<file path="src/rtl/change_payout_if.sv">
// Purpose: groups the payout request, hopper and status signals of
//          change_payout into one bundle.
// Ports (signals):
//   change_valid, change_amount[8:0], refill  - requester -> payout controller
//   eject_q, eject_d, eject_n                 - payout controller -> hopper solenoids
//   eject_ack                                 - hoppers -> payout controller
//   busy, done, short_amount[8:0]             - payout status
//   q_count, d_count, n_count[7:0], jam_flags - hopper inventory and jam status
// Modports: master = requester/hopper side, slave = payout controller.
interface change_payout_if;
  logic       change_valid;
  logic [8:0] change_amount;
  logic       refill;
  logic       eject_q;
  logic       eject_d;
  logic       eject_n;
  logic       eject_ack;
  logic       busy;
  logic       done;
  logic [8:0] short_amount;
  logic [7:0] q_count;
  logic [7:0] d_count;
  logic [7:0] n_count;
  logic [2:0] jam_flags;

  modport master (
    output change_valid, change_amount, refill, eject_ack,
    input  eject_q, eject_d, eject_n, busy, done, short_amount,
           q_count, d_count, n_count, jam_flags
  );

  modport slave (
    input  change_valid, change_amount, refill, eject_ack,
    output eject_q, eject_d, eject_n, busy, done, short_amount,
           q_count, d_count, n_count, jam_flags
  );
endinterface

</file>
<file path="src/rtl/change_payout.sv">
// Purpose: sequential coin-payout controller. Pays a change amount greedily
//          (quarter, dime, nickel) one coin at a time, waiting for each hopper's
//          eject acknowledge, tracking per-hopper inventory and jams, and
//          reporting any amount that could not be paid.
// Ports:
//   clk   - system clock, all logic on posedge
//   reset - asynchronous, active-high
//   bus   - change_payout_if.slave (request, hopper pulses/ack, status, counts)
module change_payout #(
  parameter int Q_INIT = 16,
  parameter int D_INIT = 16,
  parameter int N_INIT = 16,
  parameter int ACK_TO = 64
) (
  input  logic            clk,
  input  logic            reset,
  change_payout_if.slave  bus
);

  localparam int TW = $clog2(ACK_TO + 1);

  typedef enum logic [2:0] {
    S_IDLE,
    S_SELECT,
    S_EJECT,
    S_WAIT_ACK,
    S_DONE
  } state_t;

  typedef enum logic [1:0] {
    COIN_Q,
    COIN_D,
    COIN_N
  } coin_t;

  state_t        state_q, state_d;
  coin_t         coin_q, coin_d;
  logic [8:0]    remaining_q, remaining_d;
  logic [8:0]    short_q, short_d;
  logic [7:0]    q_cnt_q, q_cnt_d;
  logic [7:0]    d_cnt_q, d_cnt_d;
  logic [7:0]    n_cnt_q, n_cnt_d;
  logic [2:0]    jam_q, jam_d;
  logic [TW-1:0] timer_q, timer_d;

  function automatic logic [8:0] coin_value(input coin_t c);
    case (c)
      COIN_Q:  return 9'd25;
      COIN_D:  return 9'd10;
      default: return 9'd5;
    endcase
  endfunction

  always_ff @(posedge clk or posedge reset) begin
    if (reset) begin
      state_q     <= S_IDLE;
      coin_q      <= COIN_Q;
      remaining_q <= '0;
      short_q     <= '0;
      q_cnt_q     <= 8'(Q_INIT);
      d_cnt_q     <= 8'(D_INIT);
      n_cnt_q     <= 8'(N_INIT);
      jam_q       <= '0;
      timer_q     <= '0;
    end else begin
      state_q     <= state_d;
      coin_q      <= coin_d;
      remaining_q <= remaining_d;
      short_q     <= short_d;
      q_cnt_q     <= q_cnt_d;
      d_cnt_q     <= d_cnt_d;
      n_cnt_q     <= n_cnt_d;
      jam_q       <= jam_d;
      timer_q     <= timer_d;
    end
  end

  always_comb begin
    state_d     = state_q;
    coin_d      = coin_q;
    remaining_d = remaining_q;
    short_d     = short_q;
    q_cnt_d     = q_cnt_q;
    d_cnt_d     = d_cnt_q;
    n_cnt_d     = n_cnt_q;
    jam_d       = jam_q;
    timer_d     = timer_q;

    case (state_q)
      S_IDLE: begin
        // Refill and a new request in the same cycle both take effect.
        if (bus.refill) begin
          q_cnt_d = 8'(Q_INIT);
          d_cnt_d = 8'(D_INIT);
          n_cnt_d = 8'(N_INIT);
          jam_d   = '0;
        end
        if (bus.change_valid) begin
          remaining_d = bus.change_amount;
          short_d     = '0;
          state_d     = S_SELECT;
        end
      end

      S_SELECT: begin
        // Checking coin <= remaining keeps the remaining amount from underflowing;
        // checking count != 0 keeps the counters from wrapping.
        if (remaining_q >= 9'd25 && q_cnt_q != 8'd0 && !jam_q[2]) begin
          coin_d  = COIN_Q;
          state_d = S_EJECT;
        end else if (remaining_q >= 9'd10 && d_cnt_q != 8'd0 && !jam_q[1]) begin
          coin_d  = COIN_D;
          state_d = S_EJECT;
        end else if (remaining_q >= 9'd5 && n_cnt_q != 8'd0 && !jam_q[0]) begin
          coin_d  = COIN_N;
          state_d = S_EJECT;
        end else begin
          short_d = remaining_q;
          state_d = S_DONE;
        end
      end

      S_EJECT: begin
        timer_d = '0;
        state_d = S_WAIT_ACK;
      end

      S_WAIT_ACK: begin
        // An ack arriving on the last timeout cycle still counts as paid.
        if (bus.eject_ack) begin
          remaining_d = remaining_q - coin_value(coin_q);
          case (coin_q)
            COIN_Q:  q_cnt_d = q_cnt_q - 8'd1;
            COIN_D:  d_cnt_d = d_cnt_q - 8'd1;
            default: n_cnt_d = n_cnt_q - 8'd1;
          endcase
          state_d = S_SELECT;
        end else if (timer_q == TW'(ACK_TO - 1)) begin
          case (coin_q)
            COIN_Q:  jam_d[2] = 1'b1;
            COIN_D:  jam_d[1] = 1'b1;
            default: jam_d[0] = 1'b1;
          endcase
          state_d = S_SELECT;
        end else begin
          timer_d = timer_q + TW'(1);
        end
      end

      S_DONE: begin
        state_d = S_IDLE;
      end

      default: begin
        state_d = S_IDLE;
      end
    endcase
  end

  assign bus.eject_q      = (state_q == S_EJECT) && (coin_q == COIN_Q);
  assign bus.eject_d      = (state_q == S_EJECT) && (coin_q == COIN_D);
  assign bus.eject_n      = (state_q == S_EJECT) && (coin_q == COIN_N);
  assign bus.busy         = (state_q != S_IDLE);
  assign bus.done         = (state_q == S_DONE);
  assign bus.short_amount = short_q;
  assign bus.q_count      = q_cnt_q;
  assign bus.d_count      = d_cnt_q;
  assign bus.n_count      = n_cnt_q;
  assign bus.jam_flags    = jam_q;

endmodule
</file>
<file path="src/flat_wrapper.sv">
// flat-port wrapper written by rule: the top's interface ports become plain ports
module change_payout_flat 
#(
  parameter int Q_INIT = 16,
  parameter int D_INIT = 16,
  parameter int N_INIT = 16,
  parameter int ACK_TO = 64
)
  (clk, reset, bus_change_valid, bus_change_amount, bus_refill, bus_eject_ack, bus_eject_q, bus_eject_d, bus_eject_n, bus_busy, bus_done, bus_short_amount, bus_q_count, bus_d_count, bus_n_count, bus_jam_flags);
  change_payout_if bus_i ();
  input  logic clk;
  input  logic reset;
  input wire logic [$bits(bus_i.change_valid)-1:0] bus_change_valid;
  input wire logic [$bits(bus_i.change_amount)-1:0] bus_change_amount;
  input wire logic [$bits(bus_i.refill)-1:0] bus_refill;
  input wire logic [$bits(bus_i.eject_ack)-1:0] bus_eject_ack;
  output wire logic [$bits(bus_i.eject_q)-1:0] bus_eject_q;
  output wire logic [$bits(bus_i.eject_d)-1:0] bus_eject_d;
  output wire logic [$bits(bus_i.eject_n)-1:0] bus_eject_n;
  output wire logic [$bits(bus_i.busy)-1:0] bus_busy;
  output wire logic [$bits(bus_i.done)-1:0] bus_done;
  output wire logic [$bits(bus_i.short_amount)-1:0] bus_short_amount;
  output wire logic [$bits(bus_i.q_count)-1:0] bus_q_count;
  output wire logic [$bits(bus_i.d_count)-1:0] bus_d_count;
  output wire logic [$bits(bus_i.n_count)-1:0] bus_n_count;
  output wire logic [$bits(bus_i.jam_flags)-1:0] bus_jam_flags;
  assign bus_i.change_valid = bus_change_valid;
  assign bus_i.change_amount = bus_change_amount;
  assign bus_i.refill = bus_refill;
  assign bus_i.eject_ack = bus_eject_ack;
  assign bus_eject_q = bus_i.eject_q;
  assign bus_eject_d = bus_i.eject_d;
  assign bus_eject_n = bus_i.eject_n;
  assign bus_busy = bus_i.busy;
  assign bus_done = bus_i.done;
  assign bus_short_amount = bus_i.short_amount;
  assign bus_q_count = bus_i.q_count;
  assign bus_d_count = bus_i.d_count;
  assign bus_n_count = bus_i.n_count;
  assign bus_jam_flags = bus_i.jam_flags;
  change_payout #(.Q_INIT(Q_INIT), .D_INIT(D_INIT), .N_INIT(N_INIT), .ACK_TO(ACK_TO)) u_core (.clk(clk), .reset(reset), .bus(bus_i));
endmodule
</file>
<file path="config.mk">
export PLATFORM = sky130hd
export DESIGN_NAME = change_payout_flat
export DESIGN_NICKNAME = d
export VERILOG_FILES = /design/src/rtl/change_payout_if.sv /design/src/rtl/change_payout.sv /design/src/flat_wrapper.sv
export SDC_FILE = /design/constraint.sdc
export NUM_CORES = 1
export LEC_CHECK = 0
export ABC_CLOCK_PERIOD_IN_PS = 2800
export BUFFER_PORTS_ARGS = -buffer_cell sky130_fd_sc_hd__buf_2
export CAP_MARGIN = 5
export CORE_ASPECT_RATIO = 0.6
export CORE_UTILIZATION = 58
export CTS_BUF_LIST = sky130_fd_sc_hd__clkbuf_2 sky130_fd_sc_hd__clkbuf_4 sky130_fd_sc_hd__clkbuf_8
export CTS_CLUSTER_SIZE = 12
export DETAILED_ROUTE_END_ITERATION = 8
export HOLD_SLACK_MARGIN = 0.02
export PLACE_DENSITY = 0.84
export REMOVE_ABC_BUFFERS = 1
export SLEW_MARGIN = 40
export SYNTH_ARGS = -nofsm -noshare
export SYNTH_HDL_FRONTEND = slang
export SYNTH_SLANG_ARGS = --single-unit
</file>
<file path="constraint.sdc">
create_clock -name clk -period 2.8 [get_ports clk]
set_clock_uncertainty 0.05 [all_clocks]
set_input_delay 0.14 -clock clk [delete_from_list [all_inputs] [get_ports clk]]
set_output_delay 0.14 -clock clk [all_outputs]
set_load 0.02 [all_outputs]
</file>
Yosys cells after proc, flatten, opt, wreduce, memory -nomap -nowiden
Cells that the tools add are included.
W data, S select, Z words.
{ "op_classes": {"magnitude_cmp": 3, "add_sub_neg": 5, "n_mux": 41, "n_eq_ne": 20, "reduce_logical": 34} }
{ "op_table": {"columns": ["operator", "n"], "rows": [
  ["$mux W9", 8],
  ["$mux W8", 7],
  ["$pmux W8 S2", 3],
  ["$pmux W9 S2", 2],
  ["$mux W3", 9],
  ["$reduce_bool A8 Y1", 3],
  ["$sub A8 B1 Y8 const B", 3],
  ["$reduce_and A5 Y1", 4],
  ["$ne A2 B2 Y1 const B", 9],
  ["$mux W7", 2],
  ["$pmux W7 S2", 1],
  ["$pmux W3 S4", 1],
  ["$reduce_and A4 Y1", 3],
  ["$pmux W5 S2", 1],
  ["$ge A9 B3 Y1 const B", 1],
  ["$ge A9 B4 Y1 const B", 1],
  ["$ge A9 B5 Y1 const B", 1],
  ["$logic_and A1 B1 Y1", 9],
  ["$sub A9 B9 Y9", 1],
  ["$add A7 B1 Y7 const B", 1],
  ["$eq A7 B6 Y1 const B", 1],
  ["$eq A3 B2 Y1 const B", 2],
  ["$mux W2", 3],
  ["$ne A2 B1 Y1 const B", 3],
  ["15 further kinds", 24]
]} }
{ "totals": {"ff_bits": 57} }

Longest topological paths before layout
Gate-level depths: netlist (run 1).
{ "logic_depth": {"ltp_word": 7, "depth_mapped": 10, "ltp_nobuf": 10} }

Worst setup path after synthesis (run 1)
OpenSTA, ideal clock, no wires.
{ "synth_path": {"path_type": "register to register", "startpoint": "reg u_core.coin_q[1]", "endpoint": "reg u_core.remaining_q[8]", "stages_incl_launch_ff": 11, "arrival_time_ns": 2.124, "path_buffers": 0, "setup_slack_ns": 0.549, "path_cell_list": "dfrtp_1 inv_1 nand2_1 ha_1 fa_1 nor2b_1 o21a_1 o21ai_0 and3_1 a41o_1 a21oi_1"} }
{ "synth_between": {"elab_chain_cells": 7} }
{ "synth_lines": {"columns": ["element", "line", "rtl"], "rows": [
  ["from (decl)", "change_payout.sv:37", "coin_t coin_q, coin_d;"],
  ["from (signal assigned)", "change_payout.sv:67", "coin_q <= coin_d;"],
  ["$eq A2 B1 Y1 / $logic_not A2 Y1 (equally long branches)", "change_payout.sv:47", "case (c)"],
  ["$pmux W5 S2 *", "change_payout.sv:47", null],
  ["$mux W9 *", "change_payout.sv:130", "if (bus.eject_ack) begin"],
  ["$mux W9 *", "change_payout.sv:89", "case (state_q)"],
  ["$sub A9 B9 Y9 *", "change_payout.sv:131", "remaining_d = remaining_q - coin_value(coin_q);"],
  ["$mux W9 *", "change_payout.sv:130", null],
  ["$pmux W9 S2 *", "change_payout.sv:89", null],
  ["to (signal assigned)", "change_payout.sv:68", "remaining_q <= remaining_d;"],
  ["to (decl)", "change_payout.sv:38", "logic [8:0] remaining_q, remaining_d;"]
]} }
Mark *: on every way between the ends. The rest lies on a longest branch, timed or not. The select of a mux whose other input is x is not followed.
A chain may end at the register's enable or synchronous reset.

Worst setup path after layout (run 1)
Same ends and word-level chain as after synthesis.

==> flow_summary.yaml, run 1 <==
status:
  outcome: "completed"
logic_synthesis:
  synthCells: 339
  synth_warnings: 0
  yosys.cell_types.count: 52
  seq_area_frac_synth_pct: 45.4
  synth_area_leaders: "dfrtp_1, nor2_1, nand2_1"
  synth_top_area_share_pct: 42.9
  synthesis.area_um2: 3150
  yosysTopAreaCell: "dfrtp_1"
  synth_seq_cells: 57
  avgSynthCellArea_um2: 9.30
drt:
  top_layer_used: "met4"
  vias_per_cell: 5.84
  drc: 0
  dr_wl_met3_um: 644
  drtIter0Drc: 202
  wl_met1_mm: 3.55
  wl_met2_mm: 3.36
  wl_mm: 7.65
  routedWlPerCell_um: 16.3
  vias: 2747
  dr.pass1.iters: 5
  ant_nets: 0
floorplanning:
  die_h_um: 59.1
  initial_utilization_pct: 61.2
  die_x_um: 97.2
  io_pins: 55
  die_area_um2: 5740
  coreArea_um2: 5150
  num_rows: 20
setup_path:
  worst-path-max-fanout: 8
  critical_path_class: "flip-flop to flip-flop"
  reg2reg_to: "u_core.remaining_q[8]$_DFFE_PP0P_"
  ff2ff_setup_slack_ns: 0.21
  rr_worst_depth: 10
  cp.arrival_ns: 2.81
  required_ns: 3.02
  cp-start-kind: "flip-flop"
  worstReg2RegStart: "u_core.coin_q[1]$_DFFE_PP0P_"
  end_kind: "flip-flop"
grt:
  overflow: 0
  grt_usage_pct: 28.4
  grt_max_degree: 24
  antenna_found_initial: 0
  grt_pass1_vias: 2450
  grt_pass1_wl_mm: 12.2
timing:
  slew_headroom_pct: 54.4
  drv_slew: 0
  fin_crit_sh_pct: 92.6
  fin_tns_setup_ns: 0
  setup_viol: 0
  finalHoldViolCount: 0
  tightest_slew_ns: 0.677
  fin_crit_ns: 2.59
  rsz0062_at_grt: "no"
  timing.fmax_mhz: 386
  final.setup.worst_slack_ns: 0.208
power_and_ir_drop:
  max-vdd-ir-drop_v: 0.000550
  p_leak_nw: 1.88
  power.density_nw_per_um2: 1100
cts:
  holdBufCountCts: 2
  htree_levels: 3
  clk_latency_ns: 0.35
  path_clk_slew_ns: 0.06
  post_cts_resized: 0
  clk_path_buf_depth: 2
  cts_buffers: 9
  clockRootBuffer: "clkbuf_8"
  cts.sinks: 57
  cts_tree: "built"
  post_cts_buffers: 0
layout:
  layout_common_cells: "buf_2, dfrtp_1, nor2_1, nand2_1, inv_1"
  antenna_cells: 0
  fillCellCount: 391
  syn_to_final_growth_pct: 16.9
  drive_above_1_share_pct: 24.0
  nets: 424
  stdcell_count: 470
placement:
  dpl.cell_count: 452
  hpwl_mm: 5.66
  numPortBuffers: 54
  gp_congestion: 0.857
  pre_cts_slack_ns: 0.240
worst_hold_path:
  hold_depth: 3
  min_from: "bus_change_amount[0]"
  hold_class: "input port to flip-flop"
  holdPathEnd: "u_core.remaining_q[0]$_DFFE_PP0P_"
run:
  maxCapViolations: 0
==> state kept, by name, indices dropped and copies added (netlist names) <==
signal,count
u_core.bus.q_count,8
u_core.bus.jam_flags,3
u_core.bus.d_count,8
u_core.bus.n_count,8
u_core.remaining_q,9
u_core.coin_q,2
u_core.timer_q,7
u_core.state_q,3
u_core.bus.short_amount,9
==> worst max-delay path, cell delays in order (launching register included) <==
cell,delay (ns)
dfrtp_1,0.46
inv_1,0.13
nand2_1,0.14
ha_1,0.25
fa_1,0.39
nor2b_1,0.17
o21a_1,0.15
o21ai_0,0.15
and3_1,0.26
a41o_1,0.23
a21oi_1,0.16
==> synth_stat cells, drive strengths merged <==
master and count:
a211oi 3, a21boi 2, a21oi 20, a221o 2, a22o 4, a22oi 3, a2bb2oi 2, a311oi 1
a31oi 2, a41o 3, a41oi 1, and2 3, and3 2, and4b 1, buf 6, clkbuf 8
dfrtp 54, dfstp 3, fa 1, ha 10, inv 25, mux2i 12, nand2 34, nand3 8
nand3b 1, nand4 1, nor2 40, nor2b 5, nor3 13, nor3b 3, nor4 7, nor4b 3
o21a 1, o21ai 18, o22ai 3, o311ai 1, o31ai 2, o41ai 1, or2 3, or3 7
or3b 1, or4 2, xnor2 9, xor2 8
==> final cells by class <==
cell class | instances | area, um^2 | area share [%]
multi-input cells | 243 | 1570 | 42.6
clock buffers | 12 | 146 | 3.97
well taps | 66 | 82.6 | 2.24
repair buffers | 63 | 343 | 9.30
clock inverters | 4 | 20.0 | 0.543
flip-flops and latches | 57 | 1430 | 38.8
inverters | 25 | 93.8 | 2.55
==> stage by stage <==
step	util, %	cell area [um^2]	power [mW]	hold WS [ns]
floorplan	-	3080	2.72	0.215
global placement	67.8	3500	3.26	0.0883
detailed placement	67.8	3500	3.35	0.0895
finish	71.5	3680	4.06	0.0426
CTS	71.4	3680	4.04	0.0344
global route	71.5	3680	4.34	0.0547
==> routing by layer <==
| metal | track usage [%] | vias to the layer above |
|---|---|---|
| li1 | - | 1309 |
| met1 | 39.6 | 1300 |
| met2 | 42.0 | 125 |
| met3 | 11.1 | 13 |
| met4 | 7.46 | 0 |
| met5 | 0 | - |
==> worst max path at each step <==
stage                                              from                           endpoint  slack [ns]  cells after the start
final                      u_core.coin_q[1]$_DFFE_PP0P_  u_core.remaining_q[8]$_DFFE_PP0P_        0.21                     10
after CTS                  u_core.coin_q[1]$_DFFE_PP0P_  u_core.remaining_q[8]$_DFFE_PP0P_        0.23                     10
after detailed placement   u_core.coin_q[1]$_DFFE_PP0P_  u_core.remaining_q[8]$_DFFE_PP0P_        0.24                     10
after floorplan           u_core.state_q[2]$_DFFE_PP0P_  u_core.bus.d_count[6]$_DFFE_PP0P_        0.04                      6
after global routing       u_core.coin_q[1]$_DFFE_PP0P_  u_core.remaining_q[7]$_DFFE_PP0P_        0.07                      9
after global placement     u_core.coin_q[1]$_DFFE_PP0P_  u_core.remaining_q[8]$_DFFE_PP0P_        0.41                     10
==> power breakdown <==
group	total [mW]	internal (mW)	switching (mW)
clock network	0.665	0.344	0.322
logic	1.93	0.750	1.18
registers	1.46	1.10	0.361
==> cell families (layout without fill, tap and decap cells) <==
logic type,Yosys count,after routing,synth area share (%)
buffers and inverters,39,104,5.24
muxes,12,12,3.81
AOI/OAI and AO/OA,69,69,14.3
adders and majority gates,11,11,4.60
xor gates and xnor gates,17,17,4.72
DFF,57,57,45.4
and+or+nand+nor,134,134,22.0
Note: power is estimated with default switching activity, not from simulation.
==> run 2: changes to the inputs <==
--- a/config.mk
+++ b/config.mk
@@ -5,7 +5,7 @@
 export SDC_FILE = /design/constraint.sdc
 export NUM_CORES = 1
 export LEC_CHECK = 0
-export ABC_CLOCK_PERIOD_IN_PS = 2800
+export ABC_CLOCK_PERIOD_IN_PS = 2400
 export BUFFER_PORTS_ARGS = -buffer_cell sky130_fd_sc_hd__buf_2
 export CAP_MARGIN = 5
 export CORE_ASPECT_RATIO = 0.6
==> constraint.sdc (replaced) <==
create_clock -name clk -period 2.4 [get_ports clk]
set_clock_uncertainty 0.05 [all_clocks]
set_input_delay 0.12 -clock clk [delete_from_list [all_inputs] [get_ports clk]]
set_output_delay 0.12 -clock clk [all_outputs]
set_load 0.02 [all_outputs]
==> flow_summary.yaml, run 2 (synthesis gave the netlist of run 1 again) <==
setup_path:
  cp_top_family: "compound AO/OA/AOI/OAI gates"
  cp-start-kind: "flip-flop"
  cp_num_buf_inv: 1
  rr_worst_depth: 10
  reg2reg_to: "u_core.remaining_q[6]$_DFFE_PP0P_"
  critical_path_class: "flip-flop to flip-flop"
  worst-path-max-fanout: 5
  end_kind: "flip-flop"
  cp_slowest_cell: "dfrtp_1"
  cp.arrival_ns: 2.46
  crit_path_max_incr_delay_ns: 0.37
  cp-startpoint: "u_core.coin_q[1]$_DFFE_PP0P_"
  ff2ff_setup_slack_ns: 0.15
  required_ns: 2.61
  cp_cell_sequence: "inv_1, nand2_2, ha_4, fa_2, nor2b_2, o21a_1, o21ai_1, and3_1, a31oi_1, a2bb2oi_1"
  worstReg2RegStart: "u_core.coin_q[1]$_DFFE_PP0P_"
cts:
  cts_buffers: 9
  clockRootBuffer: "clkbuf_8"
  clk_latency_ns: 0.34
  cts_tree: "built"
  htree_levels: 3
  clk_path_buf_depth: 2
  path_clk_slew_ns: 0.07
  cts.sinks: 57
layout:
  fin_util_pct: 74.0
  layout_common_cells: "buf_2, dfrtp_1, nor2_1, nand2_1, inv_1"
  syn_to_final_growth_pct: 21.0
  stdcell_count: 477
  nets: 431
  drive_above_1_share_pct: 26.0
  fillCellCount: 370
  antenna_cells: 0
drt:
  drtIter0Drc: 201
  wl_mm: 8.11
  vias: 2866
  drc: 0
  vias_per_cell: 6.01
  dr.pass1.iters: 5
  routedWlPerCell_um: 17.0
  ant_nets: 0
timing:
  fin_crit_sh_pct: 93.5
  slew_headroom_pct: 55.0
  timing.fmax_mhz: 445
  setup_viol: 0
  drv_slew: 0
  finalHoldViolCount: 0
  fin_crit_ns: 2.25
  tightest_slew_ns: 0.674
worst_hold_path:
  holdPathEnd: "u_core.remaining_q[1]$_DFFE_PP0P_"
  hold_depth: 3
  min_from: "bus_change_amount[1]"
  hold_class: "input port to flip-flop"
grt:
  overflow: 0
  grt_pass1_wl_mm: 13.4
  grt_pass1_vias: 2695
  grt_usage_pct: 30.4
  antenna_found_initial: 0
  grt_max_degree: 33
placement:
  dpl.cell_count: 456
  numPortBuffers: 54
  hpwl_mm: 5.77
  gp_congestion: 0.863
floorplanning:
  die_x_um: 97.2
  die_area_um2: 5740
  num_rows: 20
  coreArea_um2: 5150
  initial_utilization_pct: 61.2
  die_h_um: 59.1
  io_pins: 55
run:
  maxCapViolations: 0
power_and_ir_drop:
  max-vdd-ir-drop_v: 0.000618
  power.density_nw_per_um2: 1340
  p_leak_nw: 1.93
status:
  outcome: "completed"
## run 2: metal layers
metal	vias up	part of all wire, %	global-route usage (%)
met1	1380	46	40.9
li1	1324	-	-
met3	23	7.9	9.79
met5	-	0	0
met4	0	1.7	7.46
met2	139	45	48.8
## run 2: layout make-up
| cell class | instances | area [um^2] | share of cell area (%) |
|---|---|---|---|
| Timing Repair Buffer | 70 | 400 | 10.5 |
| Sequential cell | 57 | 1430 | 37.5 |
| Clock inverter | 2 | 35.0 | 0.919 |
| Clock buffer | 14 | 180 | 4.72 |
| Tap cell | 66 | 82.6 | 2.17 |
| Inverter | 25 | 93.8 | 2.46 |
| Multi-Input combinational cell | 243 | 1590 | 41.7 |
## run 2: where the power goes
group / total, mW / switching, mW / internal, mW
clock network: 0.968 / 0.382 / 0.586
logic: 2.46 / 1.48 / 0.981
registers: 1.69 / 0.405 / 1.29
total: 5.12 / 2.27 / 2.85
## run 2: worst register-to-register path, delay by kind of cell (launching register included)
family	cells	cell delay, ns
simple gates	3	0.47
compound gates	4	0.62
buf+inv	1	0.11
fa+ha+maj	2	0.55
flops	1	0.37
## run 2: what timing repair did
action                                  in CTS  in global routing
hold buffers                                 4                  0
endpoints found under the setup margin       2                 13
pin swaps                                    1                  1
endpoints found under the hold margin       33                  0
gates resized for setup                      2                  7
buffers inserted                             0                  1
## run 2: how the worst max path moves through the flow
stage                                                         to  slack, ns  cells after the start
final                          u_core.remaining_q[6]$_DFFE_PP0P_       0.15                     10
after global routing           u_core.remaining_q[6]$_DFFE_PP0P_     -0.007                     10
after CTS                 u_core.bus.short_amount[6]$_DFFE_PP0P_       0.02                      5
after detailed placement       u_core.remaining_q[6]$_DFFE_PP0P_      -0.04                     10
after global placement         u_core.remaining_q[8]$_DFFE_PP0P_       0.12                     10
after floorplan                u_core.bus.d_count[6]$_DFFE_PP0P_      -0.36                      6
## run 2: stage by stage
stage	hold slack (ns)	cell area [um^2]	TNS, ns	setup WS [ns]	total power, mW
3_3_place_gp	0.192	3530	0	0.118	3.86
4_1_cts	0.0340	3790	0	0.0249	5.00
5_1_grt	0.0470	3810	-0.0113	-0.00703	5.46
2_1_floorplan	0.195	3080	-1.91	-0.356	3.18
3_5_place_dp	0.207	3530	-0.0762	-0.0391	3.98
6_report	0.0254	3810	0	0.155	5.12
==> run 3: changes to the inputs <==
--- a/config.mk
+++ b/config.mk
@@ -6,13 +6,13 @@
 export NUM_CORES = 1
 export LEC_CHECK = 0
 export ABC_CLOCK_PERIOD_IN_PS = 2400
-export BUFFER_PORTS_ARGS = -buffer_cell sky130_fd_sc_hd__buf_2
 export CAP_MARGIN = 5
 export CORE_ASPECT_RATIO = 0.6
-export CORE_UTILIZATION = 58
+export CORE_UTILIZATION = 66
 export CTS_BUF_LIST = sky130_fd_sc_hd__clkbuf_2 sky130_fd_sc_hd__clkbuf_4 sky130_fd_sc_hd__clkbuf_8
 export CTS_CLUSTER_SIZE = 12
 export DETAILED_ROUTE_END_ITERATION = 8
+export DONT_BUFFER_PORTS = 1
 export HOLD_SLACK_MARGIN = 0.02
 export PLACE_DENSITY = 0.84
 export REMOVE_ABC_BUFFERS = 1
==> flow_summary.yaml, run 3 (synthesis gave the netlist of run 1 again) <==
drt:
  wl_mm: 8.53
  routedWlPerCell_um: 19.3
  vias_per_cell: 6.41
  dr.pass1.iters: 6
  ant_nets: 0
  vias: 2826
  drtIter0Drc: 313
  drc: 0
timing:
  final.setup.worst_slack_ns: 0.0787
  slew_headroom_pct: 45.0
  fin_tns_setup_ns: 0
  tightest_slew_ns: 0.823
  fin_crit_sh_pct: 96.7
  timing.fmax_mhz: 431
  setup_viol: 0
  finalHoldViolCount: 0
  drv_slew: 0
  hold_ws_ns: 0.0255
  fin_crit_ns: 2.32
grt:
  antenna_found_initial: 0
  grt_pass1_vias: 2772
  overflow: 0
  grt_max_degree: 36
  grt_pass1_wl_mm: 13.4
  grt_usage_pct: 35.6
floorplanning:
  io_pins: 55
  num_rows: 19
  die_x_um: 91.2
  die_h_um: 55.5
  coreArea_um2: 4590
  initial_utilization_pct: 68.7
  die_area_um2: 5070
cts:
  cts_tree: "built"
  post_cts_buffers: 0
  cts_buffers: 9
  clk_latency_ns: 0.36
  cts.sinks: 57
  clockRootBuffer: "clkbuf_8"
  htree_levels: 3
  clk_path_buf_depth: 2
  path_clk_slew_ns: 0.07
run:
  maxCapViolations: 0
placement:
  pre_cts_slack_ns: 0.00119
  hpwl_mm: 5.79
  dpl.cell_count: 415
  gp_congestion: 0.895
  post_dp_cell_area_um2: 3380
  numPortBuffers: 0
layout:
  fin_util_pct: 81.6
  nets: 398
  fin_area_um2: 3740
  antenna_cells: 0
  layout_commonest_cell: "dfrtp_1"
  drive_above_1_share_pct: 18.8
  stdcell_count: 441
  fillCellCount: 278
  syn_to_final_growth_pct: 18.7
  multi_input_area_um2: 1600
  layout_common_cells: "dfrtp_1, nor2_1, nand2_1, buf_4, inv_1"
  seq_area_um2: 1430
power_and_ir_drop:
  p_leak_nw: 1.78
  total_power_mw: 5.21
  max-vdd-ir-drop_v: 0.000807
  power.density_nw_per_um2: 1390
setup_path:
  cp_cell_sequence: "inv_1, nand2_2, ha_2, fa_2, nor2b_2, o21a_1, o21ai_1, and3_4, a41o_1, a21oi_1"
  cp-start-kind: "flip-flop"
  required_ns: 2.63
  cp_slowest_cell: "dfrtp_1"
  cp_num_buf_inv: 1
  cp.arrival_ns: 2.55
  critical_path_class: "flip-flop to flip-flop"
  worst-path-max-fanout: 5
  end_kind: "flip-flop"
  crit_path_max_incr_delay_ns: 0.39
  cp_top_family: "compound AO/OA/AOI/OAI gates"
worst_hold_path:
  hold_class: "input port to flip-flop"
status:
  outcome: "completed"
[run 3: changes by cell type in the layout (fill, tap and decap cells not counted), moves of 2 or more]
cell	delta
nor4_2	+2
nor4_1	-2
dlygate4sd3_1	+6
buf_2	-54
buf_4	+14
clkbuf_8	-2
[run 3: path summary, 6_finish.rpt]
path,startpoint,endpoint,slack [ns],cells after the start
min in group asynchronous,reset,u_core.bus.d_count[1]$_DFFE_PP0P_,0.20,2
max in group asynchronous,reset,u_core.bus.d_count[4]$_DFFE_PP1P_,1.48,3
worst min-delay path,bus_change_valid,u_core.state_q[0]$_DFFE_PP0P_,0.03,3
worst min register to register,u_core.timer_q[1]$_DFFE_PP0P_,u_core.timer_q[1]$_DFFE_PP0P_,0.50,2
worst max register to register,u_core.coin_q[1]$_DFFE_PP0P_,u_core.remaining_q[8]$_DFFE_PP0P_,0.08,10
worst max-delay path,u_core.coin_q[1]$_DFFE_PP0P_,u_core.remaining_q[8]$_DFFE_PP0P_,0.08,10
[run 3: layout make-up]
| class | count | area share [%] |
|---|---|---|
| multi-input combinational | 243 | 42.6 |
| sequential | 57 | 38.2 |
| timing repair buffer | 37 | 8.42 |
| clock buffer | 12 | 4.08 |
| inverter | 25 | 2.51 |
| tap | 63 | 2.11 |
| clock inverter | 4 | 2.04 |
[run 3: metal layers]
| layer | vias to the layer above | GRT usage [%] | share of wire, % |
|---|---|---|---|
| met5 | - | 0 | 0 |
| met4 | 0 | 13.8 | 3.0 |
| met3 | 33 | 14.0 | 9.6 |
| met2 | 145 | 51.4 | 44 |
| met1 | 1393 | 48.5 | 43 |
| li1 | 1255 | - | - |
[run 3: report_power, final]
group / switching, mW / internal, mW / total, mW
combinational: 1.46 / 0.977 / 2.44
clock: 0.405 / 0.638 / 1.04
sequential: 0.439 / 1.29 / 1.72
total: 2.31 / 2.90 / 5.21
[run 3: worst min-delay path, delay by kind of cell]
kind             cells  cell delay, ns
AND/OR/NAND/NOR      3            0.27
[run 3: what timing repair did]
item / in CTS / in global routing
resized for setup: 2 / 8
hold buffers: 10 / 0
endpoints found under the setup margin: 2 / 14
hold endpoints to repair: 38 / 0
pin swaps: 0 / 0
